==> src/rtl/if_fetch_unit_if.sv <==
// Program-memory read port of the fetch stage: registered req/addr from the fetch
// unit, ack/rdata returned by the memory in the cycle it accepts the request.
interface if_fetch_unit_if #(
   parameter int ADDR_WIDTH = 32
) ();
   logic                  imem_req;
   logic [ADDR_WIDTH-1:0] imem_addr;
   logic                  imem_ack;
   logic [31:0]           imem_rdata;

   modport master (
      output imem_req,
      output imem_addr,
      input  imem_ack,
      input  imem_rdata
   );

   modport slave (
      input  imem_req,
      input  imem_addr,
      output imem_ack,
      output imem_rdata
   );
endinterface

==> src/rtl/if_fetch_unit.sv <==
// Instruction fetch stage: owns the fetch PC, issues one outstanding program-memory
// read at a time and buffers returned words in a prefetch FIFO for the IF/ID register.
module if_fetch_unit #(
   parameter int                    ADDR_WIDTH = 32,
   parameter logic [ADDR_WIDTH-1:0] RESET_PC   = '0,
   parameter int                    FIFO_DEPTH = 2
) (
   input  logic                  clock,
   input  logic                  reset,
   input  logic                  stall,
   input  logic                  branch_valid,
   input  logic [ADDR_WIDTH-1:0] branch_target,
   if_fetch_unit_if.master       imem,
   output logic [31:0]           instruction_out,
   output logic [ADDR_WIDTH-1:0] pc_out,
   output logic                  take_branch_addr_out,
   output logic                  fetch_valid
);

   localparam int                    PTR_W   = (FIFO_DEPTH > 1) ? $clog2(FIFO_DEPTH) : 1;
   localparam int                    CNT_W   = PTR_W + 1;
   localparam logic [CNT_W-1:0]      DEPTH_C = CNT_W'(FIFO_DEPTH);
   localparam logic [ADDR_WIDTH-1:0] PC_STEP = ADDR_WIDTH'(4);
   localparam logic [PTR_W-1:0]      PTR_ONE = PTR_W'(1);
   localparam logic [CNT_W-1:0]      CNT_ONE = CNT_W'(1);

   // fetch_pc_q is the next address to issue; addr_q holds the address on the bus
   logic [ADDR_WIDTH-1:0] fetch_pc_q, fetch_pc_d;
   logic [ADDR_WIDTH-1:0] addr_q,     addr_d;
   logic                  req_q,      req_d;
   logic                  drop_q,     drop_d;
   logic                  redir_q,    redir_d;
   logic [PTR_W-1:0]      rd_ptr_q,   rd_ptr_d;
   logic [PTR_W-1:0]      wr_ptr_q,   wr_ptr_d;
   logic [CNT_W-1:0]      count_q,    count_d;
   logic [31:0]           mem_data_q [FIFO_DEPTH];
   logic [31:0]           mem_data_d [FIFO_DEPTH];
   logic [ADDR_WIDTH-1:0] mem_pc_q   [FIFO_DEPTH];
   logic [ADDR_WIDTH-1:0] mem_pc_d   [FIFO_DEPTH];
   logic                  mem_flag_q [FIFO_DEPTH];
   logic                  mem_flag_d [FIFO_DEPTH];

   logic                  xfer_s;
   logic                  pend_s;
   logic                  push_s;
   logic                  pop_s;
   logic                  fifo_valid_s;
   logic [ADDR_WIDTH-1:0] tgt_s;
   logic [ADDR_WIDTH-1:0] base_s;
   logic                  unused_tgt_s;

   assign xfer_s       = req_q & imem.imem_ack;
   assign pend_s       = req_q & ~imem.imem_ack;
   assign fifo_valid_s = (count_q != '0);
   assign push_s       = xfer_s & ~drop_q & ~branch_valid;
   assign pop_s        = fifo_valid_s & ~stall & ~branch_valid;
   assign tgt_s        = {branch_target[ADDR_WIDTH-1:2], 2'b00};
   assign base_s       = branch_valid ? tgt_s : fetch_pc_q;
   assign unused_tgt_s = ^branch_target[1:0];

   // Prefetch FIFO: flush on redirect, otherwise push/pop independently
   always_comb begin
      mem_data_d = mem_data_q;
      mem_pc_d   = mem_pc_q;
      mem_flag_d = mem_flag_q;
      rd_ptr_d   = rd_ptr_q;
      wr_ptr_d   = wr_ptr_q;
      count_d    = count_q;
      if (branch_valid) begin
         rd_ptr_d = '0;
         wr_ptr_d = '0;
         count_d  = '0;
      end else begin
         if (push_s) begin
            mem_data_d[wr_ptr_q] = imem.imem_rdata;
            mem_pc_d[wr_ptr_q]   = addr_q;
            mem_flag_d[wr_ptr_q] = redir_q;
            wr_ptr_d             = wr_ptr_q + PTR_ONE;
         end else begin
            wr_ptr_d = wr_ptr_q;
         end
         if (pop_s) begin
            rd_ptr_d = rd_ptr_q + PTR_ONE;
         end else begin
            rd_ptr_d = rd_ptr_q;
         end
         case ({push_s, pop_s})
            2'b10:   count_d = count_q + CNT_ONE;
            2'b01:   count_d = count_q - CNT_ONE;
            default: count_d = count_q;
         endcase
      end
   end

   // Request issue: hold an unacked request, else issue while the FIFO has room
   always_comb begin
      fetch_pc_d = base_s;
      addr_d     = addr_q;
      req_d      = 1'b0;
      if (pend_s) begin
         req_d = 1'b1;
      end else if (count_d < DEPTH_C) begin
         req_d      = 1'b1;
         addr_d     = base_s;
         fetch_pc_d = base_s + PC_STEP;
      end else begin
         req_d = 1'b0;
      end
   end

   // Drop marks a pre-redirect request still in flight; redirect tags the first kept word
   always_comb begin
      drop_d  = drop_q;
      redir_d = redir_q;
      if (xfer_s) begin
         drop_d = 1'b0;
      end else if (branch_valid && pend_s) begin
         drop_d = 1'b1;
      end else begin
         drop_d = drop_q;
      end
      if (branch_valid) begin
         redir_d = 1'b1;
      end else if (push_s) begin
         redir_d = 1'b0;
      end else begin
         redir_d = redir_q;
      end
   end

   // State registers
   always_ff @(posedge clock or posedge reset) begin
      if (reset) begin
         fetch_pc_q <= RESET_PC;
         addr_q     <= RESET_PC;
         req_q      <= 1'b0;
         drop_q     <= 1'b0;
         redir_q    <= 1'b0;
         rd_ptr_q   <= '0;
         wr_ptr_q   <= '0;
         count_q    <= '0;
         for (int i = 0; i < FIFO_DEPTH; i++) begin
            mem_data_q[i] <= 32'h0000_0000;
            mem_pc_q[i]   <= '0;
            mem_flag_q[i] <= 1'b0;
         end
      end else begin
         fetch_pc_q <= fetch_pc_d;
         addr_q     <= addr_d;
         req_q      <= req_d;
         drop_q     <= drop_d;
         redir_q    <= redir_d;
         rd_ptr_q   <= rd_ptr_d;
         wr_ptr_q   <= wr_ptr_d;
         count_q    <= count_d;
         mem_data_q <= mem_data_d;
         mem_pc_q   <= mem_pc_d;
         mem_flag_q <= mem_flag_d;
      end
   end

   assign imem.imem_req        = req_q;
   assign imem.imem_addr       = addr_q;
   assign fetch_valid          = fifo_valid_s;
   assign instruction_out      = fifo_valid_s ? mem_data_q[rd_ptr_q] : 32'h0000_0000;
   assign pc_out               = fifo_valid_s ? mem_pc_q[rd_ptr_q] : '0;
   assign take_branch_addr_out = fifo_valid_s ? mem_flag_q[rd_ptr_q] : 1'b0;

endmodule

==> src/flat_wrapper.sv <==
// flat-port wrapper written by rule: the top's interface ports become plain ports
module if_fetch_unit_flat 
#(
   parameter int                    ADDR_WIDTH = 32,
   parameter logic [ADDR_WIDTH-1:0] RESET_PC   = '0,
   parameter int                    FIFO_DEPTH = 2
)
  (clock, reset, stall, branch_valid, branch_target, instruction_out, pc_out, take_branch_addr_out, fetch_valid, imem_imem_req, imem_imem_addr, imem_imem_ack, imem_imem_rdata);
  if_fetch_unit_if #(.ADDR_WIDTH(ADDR_WIDTH)) imem_i ();
  input  logic clock;
  input  logic reset;
  input  logic stall;
  input  logic branch_valid;
  input  logic [ADDR_WIDTH-1:0] branch_target;
  output logic [31:0] instruction_out;
  output logic [ADDR_WIDTH-1:0] pc_out;
  output logic take_branch_addr_out;
  output logic fetch_valid;
  output wire logic [$bits(imem_i.imem_req)-1:0] imem_imem_req;
  output wire logic [$bits(imem_i.imem_addr)-1:0] imem_imem_addr;
  input wire logic [$bits(imem_i.imem_ack)-1:0] imem_imem_ack;
  input wire logic [$bits(imem_i.imem_rdata)-1:0] imem_imem_rdata;
  assign imem_imem_req = imem_i.imem_req;
  assign imem_imem_addr = imem_i.imem_addr;
  assign imem_i.imem_ack = imem_imem_ack;
  assign imem_i.imem_rdata = imem_imem_rdata;
  if_fetch_unit #(.ADDR_WIDTH(ADDR_WIDTH), .RESET_PC(RESET_PC), .FIFO_DEPTH(FIFO_DEPTH)) u_core (.clock(clock), .reset(reset), .stall(stall), .branch_valid(branch_valid), .branch_target(branch_target), .imem(imem_i), .instruction_out(instruction_out), .pc_out(pc_out), .take_branch_addr_out(take_branch_addr_out), .fetch_valid(fetch_valid));
endmodule
==> config.mk <==
export PLATFORM = sky130hd
export DESIGN_NAME = if_fetch_unit_flat
export DESIGN_NICKNAME = d
export VERILOG_FILES = /design/src/rtl/if_fetch_unit_if.sv /design/src/rtl/if_fetch_unit.sv /design/src/flat_wrapper.sv
export SDC_FILE = /design/constraint.sdc
export NUM_CORES = 1
export LEC_CHECK = 0
export BUFFER_PORTS_ARGS = -buffer_cell sky130_fd_sc_hd__buf_4
export CAP_MARGIN = 20
export CORE_UTILIZATION = 50
export DETAILED_ROUTE_END_ITERATION = 12
export MAX_ROUTING_LAYER = met4
export PLACE_DENSITY = 0.73
export SYNTH_ARGS = -nofsm -noshare
export SYNTH_HDL_FRONTEND = slang
export SYNTH_SLANG_ARGS = --single-unit
==> constraint.sdc <==
create_clock -name clock -period 7.6 [get_ports clock]
set_input_delay 0.38 -clock clock [delete_from_list [all_inputs] [get_ports clock]]
set_output_delay 0.38 -clock clock [all_outputs]
set_load 0.01 [all_outputs]
Word level (Yosys, flattened, before mapping)

Cells that the tools add are included.

Word-level logic and storage cells: 80
Output and inout bits: 99
Input port bits: 69
Flip-flop bits (word level): 201

Reduce and logical (&&, ||, !) cells: 8
Bitwise logic cells: 13
Multiplexer cells: 34
Equal/unequal tests: 2
$lt $le $gt $ge: 4
$add $sub $neg: 5

Operator list:

| cell                                                     | count |
|---|---|
| two-way mux 32 bit                                       | 12 |
| bitwise mux 64 bit                                       | 2 |
| adder 32 x 3 -> 32 bit, second input constant            | 1 |
| demux 32 bit (select 1 bit)                              | 1 |
| two-way mux 1 bit                                        | 15 |
| nonzero test 2 bit                                       | 4 |
| AND 1 bit                                                | 6 |
| NOT 1 bit                                                | 5 |
| greater-or-equal comparator 2 bit, second input constant | 2 |
| NOT 1 -> 2 bit                                           | 2 |
| one-hot mux 2 bit (2 select lines)                       | 1 |
| AND reduction 2 bit                                      | 2 |
| adder 1 bit, second input constant                       | 2 |
| adder 2 x 1 -> 2 bit, second input constant              | 1 |
| bitwise mux 2 bit                                        | 1 |
| == test 2 x 1 -> 1 bit, second input constant            | 1 |
| == test 2 bit, second input constant                     | 1 |
| logical AND 1 bit                                        | 2 |
| < comparator 2 x 1 -> 1 bit, second input constant       | 1 |
| < comparator 2 bit, second input constant                | 1 |
| two-way mux 2 bit                                        | 1 |
| subtractor 2 x 1 -> 2 bit, second input constant         | 1 |
| demux 1 bit (select 1 bit)                               | 1 |

Longest topological paths before layout

Gate-level depths: netlist (run 1).

Depth in word-level cells: 9
Gate-level depth with buffers: 15
Gate-level depth less buffers: 9

Worst setup path before layout (run 1)

Ideal clock, no wire load.

Kind: in2reg
Start point: input port branch_valid
End point: register u_core.addr_q[0], in the netlist u_core.imem.imem_addr[0]
Path buffers: 7
Library setup time: 0.128 ns
Data arrival time: 3.028 ns
Slack: 4.444 ns
Stages on the path: 14
Cell sequence: buf_6 buf_6 buf_8 buf_2 buf_2 or3_1 inv_1 ha_1 xnor2_1 mux2i_2 and2_1 clkbuf_1 buf_2 mux2_1

Longest elaborated chain between the ends: 7

Ends and longest elaborated chain:

| what                                                           | RTL line                                 | text |
|---|---|---|
| start: declaration                                             | flat_wrapper.sv:13                       | `input logic branch_valid;` |
| NOT 1 bit (no source line)                                     | n/a                                      |  |
| AND 1 bit, on equally long branches                            | if_fetch_unit.sv:56, if_fetch_unit.sv:55 |  |
| == test 2 x 1 -> 1 bit / == test 2 bit (equally long branches) | if_fetch_unit.sv:87                      | `case ({push_s, pop_s})` |
| one-hot mux 2 bit (2 select lines)                             | if_fetch_unit.sv:87                      |  |
| two-way mux 2 bit                                              | if_fetch_unit.sv:69                      | `if (branch_valid) begin` |
| < comparator 2 bit                                             | if_fetch_unit.sv:102                     | `end else if (count_d < DEPTH_C) begin` |
| AND reduction 2 bit (no source line)                           | n/a                                      |  |
| end signal: assignment                                         | if_fetch_unit.sv:149                     | `addr_q <= addr_d;` |
| end: declaration                                               | if_fetch_unit.sv:29                      | `logic [ADDR_WIDTH-1:0] addr_q, addr_d;` |

Several ways; a longest one is shown, not always the timed one.
A chain may end at the register's enable or synchronous reset.

Worst setup path after layout (run 1)

Start point: register u_core.drop_q
End point: register u_core.fetch_pc_q[14]

Longest elaborated chain between the ends: 9

Ends and longest elaborated chain:

| what                                                           | RTL line             | text |
|---|---|---|
| start: declaration                                             | if_fetch_unit.sv:31  | `logic drop_q, drop_d;` |
| start signal: assignment                                       | if_fetch_unit.sv:151 | `drop_q <= drop_d;` |
| NOT 1 bit *                                                    | if_fetch_unit.sv:55  | `assign push_s = xfer_s & ~drop_q & ~branch_valid;` |
| AND 1 bit * (2 in series)                                      | if_fetch_unit.sv:55  |  |
| == test 2 x 1 -> 1 bit / == test 2 bit (equally long branches) | if_fetch_unit.sv:87  |  |
| one-hot mux 2 bit (2 select lines) *                           | if_fetch_unit.sv:87  |  |
| two-way mux 2 bit *                                            | if_fetch_unit.sv:69  |  |
| < comparator 2 bit *                                           | if_fetch_unit.sv:102 |  |
| two-way mux 32 bit *                                           | if_fetch_unit.sv:102 |  |
| two-way mux 32 bit *                                           | if_fetch_unit.sv:100 | `if (pend_s) begin` |
| net u_core.fetch_pc_d[14]                                      | if_fetch_unit.sv:28  | `logic [ADDR_WIDTH-1:0] fetch_pc_q, fetch_pc_d;` |
| end signal: assignment                                         | if_fetch_unit.sv:148 | `fetch_pc_q <= fetch_pc_d;` |
| end: declaration                                               | if_fetch_unit.sv:28  |  |

The timed path passes the listed nets; every way through them passes the cells marked *.

==> flow_summary_export.csv, run 1 <==
group,metric,value,unit
cts,cts_repair_resize_count,0,
cts,clock-sinks,201,
logic_synthesis,syn_area_per_cell,12.3,um2
global_route,grt_max_degree,136,
route,drt_first_pass_iters,5,
setup_path,path_cells,"nand3b_1, nor2_1, inv_1, ha_1, xnor2_1, mux2i_2, nand2_1, a2111oi_1, xnor2_1",
power,p_leak,0.00504,uW
job,drv_cap,0,
floorplan,start_util,51.8,%
logic_synthesis,synth_top_area_cell,"dfrtp_1",
floorplan,die_w,139,um
cts,post_cts.repair.setup_buffers,0,
timing,relSlewSlack,34.0,%
logic_synthesis,synth-seq-area-share,53.3,%
power,vdd_drop_max,0.198,mV
global_route,grt_usage,21.6,%
global_route,grt_pass1_vias,6392,
logic_synthesis,syn_inst,765,
setup_path,critPathBufInv,1,
placed_design,place_hpwl,12400,um
logic_synthesis,synth_top_area_share,53.3,%
cts,tritoncts,"yes",
setup_path,crit_required,8.02,ns
route,via_per_inst,5.34,
layout,regArea,0.00503,mm2
global_route,grt_pass1_wl,33000,um
floorplan,num_rows,49,
route,totalWireLength,19600,um
setup_path,crit_arrival,3.60,ns
logic_synthesis,syn_nets,837,
layout,drive_gt1_share,40.5,%
layout,final_core_util,63.9,%
timing,drv_slew,0,
placed_design,portBuffers,165,
timing,grt_setup_unrepaired,"no",
timing,setup_viol,0,
layout,fin_nets,984,
logic_synthesis,synth-edff-count,0,
timing,fin_setup_tns,0,ns
route,dr_total_vias,6177,
timing,fin_crit_sh,41.9,%
logic_synthesis,synth.cell_area,0.00943,mm2
outcome,outcome,"complete, no violations",
floorplan,core,0.0182,mm2
setup_path,path_delay_family,"simple AND/OR/NAND/NOR gates",
timing,fmax,314,MHz
layout,antenna_cells,0,
floorplan,dieArea,0.0194,mm2
route,remaining_drc_errors,0,
logic_synthesis,synth_ff_type,"dfrtp_1",
timing,timing_hold_violations_final,0,
cts,max-clock-path-buffers,3,
setup_path,critPathKind,"reg -> reg",
timing,clock-skew-final,0.00641,ns
hold_path,hp-class,"in -> async",
layout,syn2layout_area_growth,23.3,%
cts,h-tree-depth,1,
logic_synthesis,synth-seq-cells,201,
cts,cts.reportedPaths.clkPinSlew,0.06,ns
layout,multiInputGateArea,0.00415,mm2
route,wl_per_cell,17.0,um
global_route,grt-ovfl-total,0,
logic_synthesis,netlist-cell-type-count,49,
logic_synthesis,synth_common_cells,"dfrtp_1, mux2_2, nor2_1, mux2i_1, a21oi_1",
setup_path,crit_fanout,14,
setup_path,critPathSlowestCell,"a2111oi_1",
layout,num-fill-cells,1473,
placed_design,gp_routability_congestion,0.782,
logic_synthesis,netlist_top_cells_area,"dfrtp_1, mux2_2, mux2i_1, nor2_1, xnor2_1",
setup_path,crit_path_frequent_cell,"xnor2_1",
cts,cts-root-buf,"clkbuf_16",
route,ant_nets,0,
logic_synthesis,async_flop_share,100,%
logic_synthesis,yosys_warnings,0,
route,drtIter0Drc,351,
cts,holdBufCountCts,0,
floorplan,fp.dieH,139,um
power,power.density,284,mW/mm2
floorplan,io-pin-count,168,
cts,cts_buffers,22,
logic_synthesis,yosysMostFrequentCell,"dfrtp_1",
setup_path,cp-end-kind,"register",
setup_path,cp-start-kind,"register",
timing,worst_pin_slew,0.991,ns
global_route,antenna_found_initial,0,
cts,clkLatencyLatePin,0.49,ns
timing,layout_min_cycle_time,3.18,ns
setup_path,worst_path_largest_cell_delay,0.53,ns
## placed cells by master (no fill, tap or decap), types with 5 or more instances in the layout
| cell type | Yosys | routed |
|---|---|---|
| dfrtp_1 | 201 | 200 |
| buf_4 | 6 | 169 |
| mux2_2 | 141 | 141 |
| nor2_1 | 124 | 122 |
| mux2i_1 | 83 | 83 |
| a21oi_1 | 25 | 25 |
| xnor2_1 | 23 | 23 |
| clkbuf_16 | 0 | 23 |
| nand2_1 | 21 | 20 |
| nand3_1 | 11 | 11 |
| xor2_1 | 9 | 9 |
| nor3_1 | 6 | 6 |
| nand3b_1 | 6 | 6 |
| nor4_2 | 6 | 6 |
| bufinv_16 | 0 | 6 |
| nand4_1 | 5 | 5 |
## cells by family (layout without fill, tap and decap cells)
logic type | after synthesis | after routing | synth area share (%)
XOR/XNOR | 32 | 32 | 2.97
adder cells (fa/ha/maj) | 3 | 3 | 0.398
buffers and inverters | 52 | 214 | 2.88
AO/OA/AOI/OAI | 43 | 43 | 3.17
multiplexers | 226 | 226 | 25.9
AND/OR/NAND/NOR | 208 | 208 | 11.3
flip-flops | 201 | 201 | 53.3
## per-layer routing
| layer | track usage [%] | vias up | routed length (um) |
|---|---|---|---|
| met5 | - | - | 0 |
| met4 | 3.86 | 0 | 276 |
| met3 | 3.65 | 23 | 895 |
| met2 | 34.0 | 136 | 8990 |
| met1 | 29.9 | 3073 | 9470 |
| li1 | - | 2945 | - |
## sequential cells by signal, indices dropped and copies added, names as in the netlist
register               flops
u_core.mem_data_q         64
u_core.mem_pc_q           64
u_core.fetch_pc_q         32
u_core.imem.imem_addr     32
u_core.count_q             2
u_core.mem_flag_q          2
u_core.drop_q              1
u_core.imem.imem_req       1
u_core.rd_ptr_q            1
u_core.redir_q             1
u_core.wr_ptr_q            1
## through the flow
step | hold slack (ns) | cells | power, uW | setup slack (ns) | instance area, um2
6_report | 0.0663 | 1156 | 3300 | 4.42 | 11600
5_1_grt | 0.0749 | 1156 | 3480 | 4.04 | 11600
4_1_cts | 0.0598 | 1155 | 3340 | 4.11 | 11600
3_5_place_dp | 0.493 | 1116 | 2110 | 3.83 | 10800
3_3_place_gp | 0.485 | 1116 | 2080 | 3.88 | 10800
2_1_floorplan | 0.462 | 765 | 1920 | 1.74 | 9430
## worst reg2reg max path, delay by kind of cell (launching register included)
family | cells | cell delay (ns)
compound gates | 1 | 0.53
xor+xnor | 2 | 0.45
fa+ha+maj | 1 | 0.25
buf+inv | 1 | 0.15
flops | 1 | 0.37
mux | 1 | 0.39
simple gates | 3 | 0.96
## report_power, final
part	switching (uW)	leakage, uW	internal, uW
Sequential	160	0.00237	1360
Clock	430	0.000408	788
Combinational	233	0.00226	336
## path summary, 6_finish.rpt
path	cells after the start	slack, ns	from	endpoint
setup / recovery	9	4.42	u_core.drop_q	u_core.fetch_pc_q[14]
min in group clock	2	0.08	imem_imem_ack	u_core.drop_q
setup reg to reg	9	4.42	u_core.drop_q	u_core.fetch_pc_q[14]
hold / removal	2	0.07	reset	u_core.mem_pc_q[0]
hold reg to reg	1	0.50	u_core.mem_data_q[52]	u_core.mem_data_q[52]
max in group asynchronous	3	6.04	reset	u_core.mem_data_q[1]
## cell type report
cell class,count,share of cell area (%)
Inverter,5,0.226
Tap cell,229,2.46
Multi-Input combinational cell,512,35.7
Clock buffer,29,5.40
Clock inverter,10,1.83
Timing Repair Buffer,170,11.1
Sequential cell,201,43.3
Note: power is estimated with default switching activity, not from simulation.
==> inputs of run 2 (changes only) <==
clock period = 3.03 ns   (was 7.6 ns; I/O delays follow)
==> run 2 against run 1 <==
Compared with the run above:
- power grew 140%
- cell count up 4.8%
- die area stayed put
- critical endpoint is now u_core.fetch_pc_q[26]
- largest power group unchanged
- critical path type unchanged
- via count is 4.1% higher
- sequential power grew 150%
- worst hold slack lost 0.046 ns
==> flow_summary_export.csv, run 2 (synthesized netlist as in run 1, its figures left out) <==
group,metric,value,unit
outcome,outcome,"complete, no violations",
job,drv_cap,0,
layout,final_cell_mix,"dfrtp_1, buf_4, mux2_2",
route,drtIter0Drc,205,
setup_path,critPathBufInv,1,
power,power,7900,uW
setup_path,cp-start-kind,"register",
placed_design,place_hpwl,12600,um
power,vdd_drop_max,0.452,mV
setup_path,critical_path_depth,9,
setup_path,path_cells,"nand3b_1, nor2_1, inv_1, ha_1, xnor2_1, mux2i_2, nand4_4, a2111oi_2, xnor2_1",
placed_design,gp_routability_congestion,0.771,
layout,syn2layout_area_growth,28.0,%
setup_path,r2r_setup_slack,0.26,ns
route,via_per_inst,5.31,
cts,post_cts.repair.setup_buffers,0,
floorplan,num_rows,49,
layout,final_common_cell,"dfrtp_1",
setup_path,crit_arrival,3.19,ns
route,route.met2.wl,9500,um
setup_path,cp-end-kind,"register",
global_route,grt-ovfl-total,0,
cts,clkLatencyLatePin,0.49,ns
setup_path,crit_start,"u_core.drop_q",
floorplan,io-pin-count,168,
setup_path,worst_path_largest_cell_delay,0.47,ns
global_route,grt_pass1_vias,6620,
route,wl_met1,9200,um
floorplan,core,0.0182,mm2
placed_design,portBuffers,165,
setup_path,cp-endpoint,"u_core.fetch_pc_q[26]",
timing,clock-skew-final,0.0109,ns
layout,final_core_util,66.3,%
timing,fin_crit_sh,91.3,%
floorplan,fp.dieH,139,um
global_route,grt_max_degree,132,
timing,layout_min_cycle_time,2.77,ns
global_route,grt_pass1_wl,33900,um
timing,relSlewSlack,42.0,%
global_route,antenna_found_initial,0,
timing,worst_pin_slew,0.870,ns
floorplan,die_w,139,um
cts,cts-root-buf,"clkbuf_16",
timing,timing_hold_violations_final,0,
power,p_leak,0.00523,uW
timing,fmax,361,MHz
floorplan,start_util,51.8,%
global_route,grt_usage,22.0,%
setup_path,critPathSlowestCell,"a2111oi_2",
cts,clock-sinks,201,
layout,antenna_cells,0,
cts,cts.reportedPaths.clkPinSlew,0.06,ns
route,remaining_drc_errors,0,
setup_path,critPathKind,"reg -> reg",
layout,fin_nets,1038,
setup_path,path_delay_family,"simple AND/OR/NAND/NOR gates",
layout,drive_gt1_share,39.1,%
timing,setup_viol,0,
setup_path,crit_required,3.45,ns
route,drt_first_pass_iters,5,
setup_path,r2r_cells,9,
route,top_layer,"met4",
setup_path,timing.rr.end,"u_core.fetch_pc_q[26]",
route,totalWireLength,20000,um
setup_path,crit_path_frequent_cell,"xnor2_1",
cts,tritoncts,"yes",
power,power.density,655,mW/mm2
floorplan,dieArea,0.0194,mm2
route,wl_per_cell,16.5,um
setup_path,crit_fanout,16,
route,met3_length,1040,um
setup_path,reg2reg_from,"u_core.drop_q",
timing,drv_slew,0,
timing,fin_setup_tns,0,ns
cts,cts_buffers,22,
layout,num-fill-cells,1375,
route,dr_total_vias,6432,
cts,max-clock-path-buffers,3,
route,ant_nets,0,
layout,biggestRegsByFlops,"u_core.mem_data_q (64), u_core.mem_pc_q (64)",
hold_path,hp-class,"in -> reg",
cts,h-tree-depth,1,
timing,grt_setup_unrepaired,"yes",
[run 2: layout make-up]
| cell class | count | area (um2) | share of cell area [%] |
|---|---|---|---|
| Tap cell | 229 | 287 | 2.37 |
| Clock inverter | 6 | 57.6 | 0.477 |
| Sequential cell | 201 | 5030 | 41.7 |
| Multi-Input combinational cell | 512 | 4160 | 34.5 |
| Inverter | 5 | 22.5 | 0.187 |
| Clock buffer | 34 | 657 | 5.44 |
| Timing Repair Buffer | 224 | 1850 | 15.3 |
[run 2: power by group]
group	total [uW]	switching, uW	internal (uW)
clock	2610	1030	1580
combinational	1490	595	891
sequential	3800	399	3400
[run 2: timing repair]
action / CTS / global route
hold endpoints to repair: 212 / 0
resized for setup: 0 / 1
setup endpoints to repair: 0 / 1
hold buffers: 43 / 0
[run 2: worst min path at each step]
stage / cells past startpoint / to / slack [ns] / from
after floorplan: 1 / u_core.drop_q / 0.24 / imem_imem_ack
after global placement: 2 / u_core.drop_q / 0.35 / imem_imem_ack
after detailed placement: 2 / u_core.drop_q / 0.35 / imem_imem_ack
after CTS: 3 / u_core.fetch_pc_q[12] / 0.002 / branch_target[12]
after global routing: 3 / u_core.fetch_pc_q[11] / 0.03 / branch_target[11]
final: 3 / u_core.fetch_pc_q[12] / 0.02 / branch_target[12]
[run 2: worst reg2reg max path, stage by stage (launching register included)]
cell and delay [ns]:
dfrtp_1 0.37, nand3b_1 0.22, nor2_1 0.15, inv_1 0.10
ha_1 0.23, xnor2_1 0.30, mux2i_2 0.38, nand4_4 0.32
a2111oi_2 0.47, xnor2_1 0.16
[run 2: per-layer routing]
metal  global-route usage (%)  up-vias
met5                        -        -
met2                     36.0      157
met3                     3.54       23
met4                     4.44        0
li1                         -     3069
met1                     28.9     3183
[run 2: stage by stage]
stage | setup WS [ns] | cell area, um2 | instances | hold slack, ns
2_1_floorplan | 0.103 | 9440 | 765 | 0.237
3_3_place_gp | 0.332 | 10900 | 1128 | 0.348
3_5_place_dp | 0.292 | 10900 | 1128 | 0.351
4_1_cts | 0.256 | 12100 | 1211 | 0.00206
5_1_grt | -0.000309 | 12100 | 1211 | 0.0289
6_report | 0.263 | 12100 | 1211 | 0.0200
